## src/rtl/reg_file_pkg.sv

```systemverilog
// reg_file_pkg
// Shared widths and types for the register file and the ALU units around it.
//   DATA_W     : operand / register width
//   ADDR_W     : register address width
//   NUM_REGS   : number of registers, always 2**ADDR_W
//   word_t     : one register / operand word
//   reg_addr_t : one register address
package reg_file_pkg;

  localparam int DATA_W   = 16;
  localparam int ADDR_W   = 3;
  localparam int NUM_REGS = 2 ** ADDR_W;

  typedef logic [DATA_W-1:0] word_t;
  typedef logic [ADDR_W-1:0] reg_addr_t;

endpackage : reg_file_pkg

```

## src/rtl/reg_file_mem.sv

```systemverilog
// reg_file_mem
// Register storage with one synchronous write port and two combinational
// read ports. A read that hits the address being written in the same cycle
// returns the incoming write data, so a consumer that registers the read
// sees the freshest value.
// Ports:
//   clk, rst           : clock, asynchronous active-high reset (clears all regs)
//   we, waddr, wdata   : write port, applied at the rising edge
//   raddr_a, raddr_b   : read addresses
//   rdata_a, rdata_b   : bypassed read data
module reg_file_mem #(
  parameter int DATA_W   = reg_file_pkg::DATA_W,
  parameter int ADDR_W   = reg_file_pkg::ADDR_W,
  parameter int NUM_REGS = reg_file_pkg::NUM_REGS
) (
  input  logic              clk,
  input  logic              rst,
  input  logic              we,
  input  logic [ADDR_W-1:0] waddr,
  input  logic [DATA_W-1:0] wdata,
  input  logic [ADDR_W-1:0] raddr_a,
  input  logic [ADDR_W-1:0] raddr_b,
  output logic [DATA_W-1:0] rdata_a,
  output logic [DATA_W-1:0] rdata_b
);

  import reg_file_pkg::*;

  logic [DATA_W-1:0] mem_q [NUM_REGS];

  always_ff @(posedge clk or posedge rst) begin
    if (rst) begin
      for (int i = 0; i < NUM_REGS; i++) begin
        mem_q[i] <= '0;
      end
    end else if (we) begin
      mem_q[waddr] <= wdata;
    end
  end

  // Each read port independently forwards the write data on an address hit.
  always_comb begin
    rdata_a = mem_q[raddr_a];
    rdata_b = mem_q[raddr_b];
    if (we && (waddr == raddr_a)) begin
      rdata_a = wdata;
    end
    if (we && (waddr == raddr_b)) begin
      rdata_b = wdata;
    end
  end

endmodule : reg_file_mem

```

## src/rtl/reg_file_issue.sv

```systemverilog
// reg_file_issue
// Register file plus a single-entry operand-issue register feeding the ALU.
// A read request is accepted when the output slot is empty or being drained
// this cycle; the operands captured on acceptance appear one cycle later and
// are held unchanged (a snapshot) until the ALU takes them.
// Ports:
//   clk, rst                 : clock, asynchronous active-high reset
//   we, waddr, wdata         : write-back port, applied every cycle
//   in_valid, in_ready       : read request handshake
//   raddr_a, raddr_b         : operand addresses of the request
//   op_valid, op_ready       : operand handshake towards the ALU
//   op_a, op_b               : registered operands
module reg_file_issue #(
  parameter int DATA_W   = reg_file_pkg::DATA_W,
  parameter int ADDR_W   = reg_file_pkg::ADDR_W,
  parameter int NUM_REGS = reg_file_pkg::NUM_REGS
) (
  input  logic              clk,
  input  logic              rst,
  input  logic              we,
  input  logic [ADDR_W-1:0] waddr,
  input  logic [DATA_W-1:0] wdata,
  input  logic              in_valid,
  output logic              in_ready,
  input  logic [ADDR_W-1:0] raddr_a,
  input  logic [ADDR_W-1:0] raddr_b,
  output logic              op_valid,
  input  logic              op_ready,
  output logic [DATA_W-1:0] op_a,
  output logic [DATA_W-1:0] op_b
);

  import reg_file_pkg::*;

  logic [DATA_W-1:0] rdata_a;
  logic [DATA_W-1:0] rdata_b;
  logic              valid_q, valid_d;
  logic [DATA_W-1:0] a_q, a_d;
  logic [DATA_W-1:0] b_q, b_d;
  logic              accept;
  logic              issue;

  reg_file_mem #(
    .DATA_W  (DATA_W),
    .ADDR_W  (ADDR_W),
    .NUM_REGS(NUM_REGS)
  ) u_mem (
    .clk    (clk),
    .rst    (rst),
    .we     (we),
    .waddr  (waddr),
    .wdata  (wdata),
    .raddr_a(raddr_a),
    .raddr_b(raddr_b),
    .rdata_a(rdata_a),
    .rdata_b(rdata_b)
  );

  // The slot can take a new pair if it is empty or is being consumed now.
  assign in_ready = !valid_q || op_ready;
  assign accept   = in_valid && in_ready;
  assign issue    = valid_q && op_ready;

  // Operands only change on accept, so a stalled pair ignores later writes.
  always_comb begin
    valid_d = valid_q;
    a_d     = a_q;
    b_d     = b_q;
    if (accept) begin
      valid_d = 1'b1;
      a_d     = rdata_a;
      b_d     = rdata_b;
    end else if (issue) begin
      valid_d = 1'b0;
    end
  end

  always_ff @(posedge clk or posedge rst) begin
    if (rst) begin
      valid_q <= 1'b0;
      a_q     <= '0;
      b_q     <= '0;
    end else begin
      valid_q <= valid_d;
      a_q     <= a_d;
      b_q     <= b_d;
    end
  end

  assign op_valid = valid_q;
  assign op_a     = a_q;
  assign op_b     = b_q;

endmodule : reg_file_issue

```

## config.mk

```make
export PLATFORM = sky130hd
export DESIGN_NAME = reg_file_issue
export DESIGN_NICKNAME = d
export VERILOG_FILES = /design/src/rtl/reg_file_pkg.sv /design/src/rtl/reg_file_mem.sv /design/src/rtl/reg_file_issue.sv
export SDC_FILE = /design/constraint.sdc
export NUM_CORES = 1
export LEC_CHECK = 0
export CORE_MARGIN = 2
export CORE_UTILIZATION = 25
export CTS_CLUSTER_DIAMETER = 200
export CTS_CLUSTER_SIZE = 8
export DETAILED_ROUTE_END_ITERATION = 8
export GPL_ROUTABILITY_DRIVEN = 1
export PLACE_DENSITY = 0.54
export SETUP_SLACK_MARGIN = 0.2
export SLEW_MARGIN = 25
export SYNTH_ARGS = -nofsm -noshare
export SYNTH_HDL_FRONTEND = slang
export SYNTH_SLANG_ARGS = --single-unit
```

## constraint.sdc

```tcl
create_clock -name clk -period 5.15 [get_ports clk]
set_input_delay 0.7725 -clock clk [delete_from_list [all_inputs] [get_ports clk]]
set_output_delay 0.7725 -clock clk [all_outputs]
set_load 0.01 [all_outputs]
```

==> results of run 1 <==
==> area by class of cell <==
class	instances	area [sq um]
Clock inverter	11	176.4
Multi-Input combinational cell	311	3877
Sequential cell	161	4029
Clock buffer	20	466.7
Tap cell	442	553.0
Fill cell	3226	22720
Inverter	1	7.507
Timing Repair Buffer	83	789.5
==> synthesized netlist by cell type <==
library cell / number / area, sq um
clkbuf_1: 8 / 30.03
nor3_2: 2 / 20.02
xnor2_1: 6 / 52.55
inv_1: 1 / 3.750
dfrtp_1: 161 / 4029
buf_6: 12 / 135.1
mux4_2: 64 / 1441
mux2i_1: 32 / 320.3
nand2_1: 2 / 7.510
nand2b_1: 3 / 18.77
nand4_1: 1 / 6.260
nor3_1: 32 / 160.2
and4_4: 2 / 22.52
nor2b_1: 2 / 12.51
buf_1: 18 / 67.56
mux2_1: 18 / 202.7
mux2_2: 110 / 1239
a221o_1: 32 / 320.3
nand4b_1: 3 / 26.28
buf_2: 12 / 60.06
buf_4: 13 / 97.59
nor3b_2: 2 / 25.02
==> worst min path at each step <==
stage	to	startpoint	slack, ns
after CTS	u_mem.mem_q[103]	u_mem.mem_q[103]	0.52
after global routing	u_mem.mem_q[111]	u_mem.mem_q[111]	0.53
after floorplan	u_mem.mem_q[100]	u_mem.mem_q[100]	0.47
after detailed placement	u_mem.mem_q[103]	u_mem.mem_q[103]	0.50
final	u_mem.mem_q[103]	u_mem.mem_q[103]	0.51
after global placement	u_mem.mem_q[96]	u_mem.mem_q[96]	0.48
==> sequential cells by signal (all words and copies together) (netlist names) <==
register,cells
u_mem.mem_q,128
op_a,16
op_valid,1
op_b,16
==> metrics by stage <==
step / power, mW / area [sq um] / hold slack (ns)
global route: 4.305 / 9899 / 0.5327
CTS: 4.157 / 9879 / 0.5176
global placement: 2.703 / 9225 / 0.4809
finish: 4.112 / 9899 / 0.5101
detailed placement: 2.768 / 9236 / 0.5025
floorplan: 2.393 / 8302 / 0.4710
==> routing by layer <==
metal	wire length, microns	vias up
li1	-	2157
met5	13	-
met1	9216	2715
met3	964	38
met2	11620	125
met4	463	2
==> power groups by stage <==
stage	Clock, mW	Sequential (mW)	Combinational [mW]
after global routing	1.46	1.82	1.03
final	1.38	1.78	0.951
after detailed placement	0	1.81	0.962
after global placement	0	1.77	0.933
after floorplan	0	1.75	0.643
after CTS	1.41	1.78	0.965
==> kinds of logic after synthesis <==
| kind of cell | Yosys count | synth area share (%) |
|---|---|---|
| muxes | 224 | 38.60 |
| DFF | 161 | 48.55 |
| buffers and inverters | 64 | 4.750 |
| and+or+nand+nor | 49 | 3.604 |
| AOI/OAI and AO/OA | 32 | 3.860 |
| xor gates and xnor gates | 6 | 0.6333 |
==> flow_summary.yaml, run 1 <==
timing:
  final.setup_skew_ns: 0.008146
  setup_viol: 0
  max_slew_margin_pct: 49.61
  clock.fmax_mhz: 369.6
  rsz0062_at_grt: "false"
  slew_violations: 0
  tightestPinTransition_ns: 0.7559
  finalCriticalPeriod_ns: 2.706
  finalHoldViolCount: 0
  setup_slack_ns: 2.444
  period_share_pct: 52.54
  finalSetupTns_ns: 0
setup_path:
  endpoint: "in_ready"
  timing.rr.end: "op_b[4]"
  arrival_ns: 1.93
  reg2reg_from: "op_valid"
  crit_chain: "clkdlybuf4s50_1 > nand2b_1 > clkdlybuf4s50_1"
  reg2reg_slack_ns: 3.13
  path_class: "input pin to primary output"
  cp-start-kind: "input pin"
  end_kind: "primary output"
  crit_required_ns: 4.38
  reg2reg_depth: 5
  crit_slowest_cell: "clkdlybuf4s50_1"
  max_stage_delay_ns: 0.55
  critical-path-top-delay-family: "buffers and inverters"
  cp.depth: 3
  crit_buf_inv: 2
  crit_path_frequent_cell: "clkdlybuf4s50_1"
  critPathLaunch: "op_ready"
  path_max_fanout: 3
pwr:
  power_density_nw_per_um2: 415.4
  clkPwrFrac_pct: 33.5
  p_sw_share_pct: 26.67
  power.internal_mw: 3.015
  p_seq_share_pct: 43.3
  irDropWorstVdd_v: 0.0001943
  p_switching_mw: 1.097
  combPwrFrac_pct: 23.1
  p_leak_nw: 3.948
synthesis:
  synth_seq_cells: 161
  synthesis.area_sq_um: 8298
  yosysWarnings: 0
  postSynthNetCount: 566
  syn_inst: 536
  avgSynthCellArea_sq_um: 15.48
  yosysSeqAreaShare_pct: 48.55
  synth.distinct_cells: 22
drt:
  drt_iter0_markers: 272
  ant_nets: 0
  drt_pass1_iterations: 4
  drt-total-wl_microns: 22280
  vias: 5037
  wl_per_cell_microns: 21.65
  drc: 0
  via_per_inst: 4.895
clock_tree:
  hold_buffers: 0
  insertion_delay_ns: 0.42
  cts_buffer_depth: 2
  cts_tree: "done"
  cts.root.buffer_cell: "clkbuf_16"
  htree_levels: 4
  cts_resized: 0
  clk_pin_slew_ns: 0.06
  cts_buffers: 17
  clock-sinks: 161
  cts_setup_buffers: 0
finish:
  drive_above_1_share_pct: 40.37
  layout.nets: 605
  most-common-layout-cells: "161 x dfrtp_1, 110 x mux2_2, 64 x mux4_2"
  area_growth_pct: 19.30
  layout.cells.non_filler: 1029
  antennaDiodeCount: 0
  layout_commonest_cell: "dfrtp_1"
  fin_util_pct: 30.35
global_route:
  grt_max_degree: 120
  grt_overflow_total: 0
  antenna_found_initial: 1
  met3_usage_pct: 2.745
  use_met1_pct: 16.58
  grt_pass1_vias: 5572
  grt_use_total_pct: 13.49
  busiest_layer: "met2"
  use_met2_pct: 23.36
  grt_pass1_wl_microns: 34540
floorplanning:
  rows: 66
  start_util_pct: 25.44
  ios: 64
  die_w_microns: 186.2
  core_sq_um: 32620
  die-area_sq_um: 34660
  die_h_microns: 186.2
place:
  post-dp-hpwl_microns: 14100
  numPortBuffers: 63
  dp_cells: 997
  place_ws_ns: 2.114
  globalplace.congestion: 0.7005
flow_run:
  cap_violations: 0
min_path:
  hold_path.class: "register to register"
  hold_depth: 1
run_status:
  status: "completed"
(Power assumes the default switching activity.)
==> run 2: changes to the inputs <==
==> constraint.sdc (replaced) <==
create_clock -name clk -period 2.4 [get_ports clk]
set_input_delay 0.36 -clock clk [delete_from_list [all_inputs] [get_ports clk]]
set_output_delay 0.36 -clock clk [all_outputs]
set_load 0.01 [all_outputs]
==> run 2 against run 1 <==
First-iteration DRC count shrank 4.8%. Register-to-register slack got worse by 2.3 ns. Clock skew shrank 0.00056 ns. Utilization rose by 0.73 points. Non-clock buffer count increased by 14. Clock-buffer cell count up 1. Largest cell class unchanged.
==> flow_summary.yaml, run 2 (same netlist as run 1, synthesis figures left out) <==
timing:
  rsz0062_at_grt: "false"
  slew_violations: 0
  finalCriticalPeriod_ns: 1.852
  clock.fmax_mhz: 540.0
  setup_viol: 0
  tightestPinTransition_ns: 0.5585
  finalHoldViolCount: 0
  final.setup_skew_ns: 0.007582
  max_slew_margin_pct: 62.77
  period_share_pct: 77.15
place:
  dp_cells: 1012
  globalplace.congestion: 0.7081
  post-dp-hpwl_microns: 14640
  numPortBuffers: 63
setup_path:
  crit_required_ns: 2.04
  critical-path-top-delay-family: "buffers and inverters"
  cp-start-kind: "input pin"
  arrival_ns: 1.49
  max_stage_delay_ns: 0.55
  crit_buf_inv: 2
  path_class: "input pin to primary output"
  crit_chain: "clkdlybuf4s50_1 > nand2b_1 > clkdlybuf4s50_1"
  path_max_fanout: 3
  crit_path_frequent_cell: "clkdlybuf4s50_1"
  end_kind: "primary output"
  crit_slowest_cell: "clkdlybuf4s50_1"
floorplanning:
  rows: 66
  ios: 64
  die_h_microns: 186.2
  die_w_microns: 186.2
  start_util_pct: 25.44
  die-area_sq_um: 34660
  core_sq_um: 32620
global_route:
  antenna_found_initial: 0
  grt_overflow_total: 0
  grt_pass1_vias: 5671
  grt_max_degree: 73
  grt_pass1_wl_microns: 34820
  grt_use_total_pct: 13.68
pwr:
  clkPwrFrac_pct: 31.7
  p_sw_share_pct: 26.43
  p_leak_nw: 4.063
  power_density_nw_per_um2: 854.1
  combPwrFrac_pct: 24.1
  irDropWorstVdd_v: 0.0004164
  p_seq_share_pct: 44.2
  power.internal_mw: 6.371
  p_switching_mw: 2.288
  power_mw: 8.660
clock_tree:
  cts_tree: "done"
  insertion_delay_ns: 0.42
  cts_buffers: 17
  hold_buffers: 0
  cts_resized: 0
  cts.root.buffer_cell: "clkbuf_16"
  htree_levels: 4
  cts_buffer_depth: 2
  cts_setup_buffers: 0
  clk_pin_slew_ns: 0.06
  clock-sinks: 161
finish:
  top_register: "u_mem.mem_q"
  area_growth_pct: 22.18
  antennaDiodeCount: 0
  largest_reg_flops: 128
  layout.cells.non_filler: 1040
  most-common-layout-cells: "161 x dfrtp_1, 110 x mux2_2, 64 x mux4_2"
  fin_util_pct: 31.08
  drive_above_1_share_pct: 41.30
  layout_commonest_cell: "dfrtp_1"
  layout.nets: 619
drt:
  via_per_inst: 4.845
  wl_per_cell_microns: 21.62
  drt_pass1_iterations: 4
  drt_iter0_markers: 259
  drt-total-wl_microns: 22480
  drc: 0
  ant_nets: 0
  vias: 5039
min_path:
  hold_path.class: "input pin to async pin"
run_status:
  status: "completed"
flow_run:
  cap_violations: 0
[run 2: cell types whose count changed in the layout (fill, tap and decap cells not counted), sizes merged]
| cell | before | now |
|---|---|---|
| clkbuf | 20 | 21 |
| bufinv | 4 | 3 |
| inv | 2 | 0 |
| clkinvlp | 2 | 1 |
| buf | 24 | 38 |
[run 2: final cells by class]
cell class | instances | area [sq um]
Fill cell | 3190 | 22480
Timing Repair Buffer | 97 | 1091
Multi-Input combinational cell | 311 | 3877
Sequential cell | 161 | 4029
Tap cell | 442 | 553.0
Clock inverter | 7 | 110.1
Inverter | 1 | 7.507
Clock buffer | 21 | 470.5
[run 2: metrics by stage]
stage | worst slack, ns | area, sq um | hold WS (ns) | setup TNS (ns)
CTS | 0.5424 | 10140 | 0.4072 | 0
floorplan | -0.002828 | 8302 | 0.4684 | -0.4554
global route | 0.5053 | 10140 | 0.4276 | 0
detailed placement | 0.2282 | 9558 | 0.4940 | 0
global placement | 0.2503 | 9558 | 0.4805 | 0
finish | 0.5483 | 10140 | 0.4060 | 0
[run 2: final timing paths]
kind                       cells past startpoint  slack (ns)          endpoint             start
min                                            3        0.41          op_a[12]               rst
min reg2reg                                    1        0.52  u_mem.mem_q[115]  u_mem.mem_q[115]
max reg2reg                                    4        0.84           op_b[5]    u_mem.mem_q[5]
max                                            3        0.55          in_ready          op_ready
max in group asynchronous                      4        1.34           op_a[4]               rst
min in group clk                               1        0.52  u_mem.mem_q[115]  u_mem.mem_q[115]
[run 2: tightest hold or removal path, delay by kind of cell]
kind,cells,cell delay (ns)
buffers and inverters,3,0.85
[run 2: per-layer routing]
metal | up-vias | wire (microns) | GRT usage (%) | share of wire (%)
li1 | 2192 | - | - | -
met3 | 29 | 816 | 2.706 | 3.6
met4 | 0 | 460 | 4.756 | 2.0
met2 | 97 | 11890 | 24.34 | 53
met1 | 2721 | 9317 | 16.51 | 41
met5 | - | 0 | 0 | 0
[run 2: power groups by stage]
stage	registers (mW)	clock network, mW	logic (mW)
finish	3.83	2.74	2.09
CTS	3.83	2.80	2.13
floorplan	3.75	0	1.38
global placement	3.80	0	2.06
detailed placement	3.87	0	2.12
global route	3.91	2.92	2.25
==> run 3: changes to the inputs <==
==> constraint.sdc (replaced) <==
create_clock -name clk -period 1.65 [get_ports clk]
set_input_delay 0.2475 -clock clk [delete_from_list [all_inputs] [get_ports clk]]
set_output_delay 0.2475 -clock clk [all_outputs]
set_load 0.01 [all_outputs]
==> run 3 against run 2 <==
Final area grew 6.3%. Clock power grew 47%. Via count grew 4.1%. Total power grew 47%. Clock skew grew 0.0038 ns. Critical endpoint is now op_a[14].
==> flow_summary.yaml, run 3 (same netlist as run 1, synthesis figures left out) <==
finish:
  layout.nets: 663
  layout.cells.non_filler: 1087
  largest_reg_flops: 128
  seq_area_sq_um: 4029
  layout_commonest_cell: "dfrtp_1"
  fill_cells: 3185
  top_register: "u_mem.mem_q"
  area_growth_pct: 29.82
  most-common-layout-cells: "161 x dfrtp_1, 99 x mux2_2, 64 x mux4_2"
  drive_above_1_share_pct: 48.99
  antennaDiodeCount: 0
  multi_input_area_sq_um: 4060
timing:
  setup_viol: 0
  period_share_pct: 92.76
  tightestPinTransition_ns: 0.4396
  finalHoldViolCount: 0
  max_slew_margin_pct: 70.60
  final.setup_skew_ns: 0.01135
  rsz0062_at_grt: "true"
  slew_violations: 0
  clock.fmax_mhz: 653.3
  finalSetupTns_ns: 0
  finalCriticalPeriod_ns: 1.531
pwr:
  p_leak_nw: 4.527
  combPwrFrac_pct: 24.8
  clkPwrFrac_pct: 31.7
  irDropWorstVdd_v: 0.0008114
  power.internal_mw: 9.297
  p_seq_share_pct: 43.5
  p_sw_share_pct: 26.97
  power_density_nw_per_um2: 1182
  p_switching_mw: 3.434
drt:
  drt-total-wl_microns: 23380
  drt_pass1_iterations: 4
  vias: 5244
  wl_per_cell_microns: 21.51
  drc: 0
  ant_nets: 0
  drt_iter0_markers: 307
  via_per_inst: 4.824
global_route:
  grt_pass1_wl_microns: 36240
  grt_pass1_vias: 5846
  grt_max_degree: 71
  antenna_found_initial: 0
  grt_use_total_pct: 14.28
  grt_overflow_total: 0
floorplanning:
  die_w_microns: 186.2
  core_sq_um: 32620
  die_h_microns: 186.2
  start_util_pct: 25.44
  ios: 64
  die-area_sq_um: 34660
  rows: 66
clock_tree:
  htree_levels: 4
  cts.root.buffer_cell: "clkbuf_16"
  cts_tree: "done"
  clock-sinks: 161
  cts_buffer_depth: 2
  clk_pin_slew_ns: 0.06
  insertion_delay_ns: 0.43
  cts_buffers: 17
place:
  globalplace.congestion: 0.7385
  dp_cells: 1039
  post-dp-hpwl_microns: 15390
  numPortBuffers: 63
setup_path:
  path_class: "register to register"
  path_max_fanout: 3
  end_kind: "register"
  max_stage_delay_ns: 0.48
  crit_chain: "mux4_2 > mux2i_1 > nor3_1 > a221o_1"
  crit_buf_inv: 0
  crit_slowest_cell: "mux4_2"
  arrival_ns: 1.83
  critical-path-top-delay-family: "multiplexers"
  crit_required_ns: 1.95
  cp-start-kind: "register"
run_status:
  status: "completed"
flow_run:
  cap_violations: 0
min_path:
  hold_path.class: "input pin to async pin"
==> run 3: cell count changes in the layout (fill, tap and decap cells not counted), moves of 4 or more <==
cell             before  now
xnor2_2               0    4
buf_4                16   47
mux2_4                0   21
dlygate4sd2_1         0   36
buf_6                 0    4
mux2_1               18    8
clkdlybuf4s50_1      59   20
xnor2_1               6    2
buf_12               18   27
mux2_2              110   99
==> run 3: final cells by class <==
type	instances	area share, %
flip-flops and latches	161	37.40
multi-input cells	311	37.69
clock buffers	24	4.657
repair buffers	141	14.13
well taps	442	5.134
inverters	1	0.06969
clock inverters	7	0.9175
==> run 3: power by group through the flow <==
stage | clock network (mW) | registers [mW] | logic, mW
finish | 4.03 | 5.53 | 3.16
detailed placement | 0 | 5.61 | 3.26
floorplan | 0 | 5.47 | 2.17
global route | 4.28 | 5.66 | 3.41
global placement | 0 | 5.51 | 3.18
CTS | 4.11 | 5.54 | 3.17
==> run 3: final timing paths <==
path / start / end / slack [ns] / cells after the start
worst min register to register: u_mem.mem_q[117] / u_mem.mem_q[117] / 0.51 / 1
worst max register to register: u_mem.mem_q[14] / op_a[14] / 0.12 / 4
worst max-delay path: u_mem.mem_q[14] / op_a[14] / 0.12 / 4
max in group asynchronous: rst / op_a[7] / 0.91 / 4
worst min-delay path: rst / u_mem.mem_q[112] / 0.25 / 3
min in group clk: in_valid / op_valid / 0.48 / 2
==> run 3: metal layers <==
metal / up-vias / part of all wire, % / GRT usage, %
met3: 23 / 3.9 / 2.453
met2: 100 / 51 / 24.79
li1: 2284 / - / -
met4: 0 / 1.5 / 3.937
met1: 2837 / 43 / 18.40
met5: - / 0 / 0
==> run 3: metrics by stage <==
| step | power, mW | hold slack [ns] | area (sq um) | setup slack, ns | util (%) |
|---|---|---|---|---|---|
| after global routing | 13.35 | 0.2756 | 10770 | 0.07341 | 33.03 |
| after floorplan | 7.632 | 0.3559 | 8666 | -0.6403 | - |
| after global placement | 8.687 | 0.4830 | 9976 | -0.4645 | 30.58 |
| final | 12.73 | 0.2468 | 10770 | 0.1194 | 33.03 |
| after CTS | 12.81 | 0.2504 | 10720 | 0.08002 | 32.87 |
| after detailed placement | 8.878 | 0.4966 | 9976 | -0.5540 | 30.58 |
==> run 3: timing repair <==
action / in CTS / in global routing
hold buffers: 0 / 0
gates cloned: 1 / 0
buffers inserted: 12 / 4
pin swaps: 1 / 3
setup endpoints to repair: 174 / 47
gates resized for setup: 46 / 10
==> run 3: worst reg2reg max path, stage by stage, from the launching register on <==
cell and delay [ns]:
dfrtp_1 0.40, mux4_2 0.48, mux2i_1 0.16, nor3_1 0.10, a221o_1 0.27
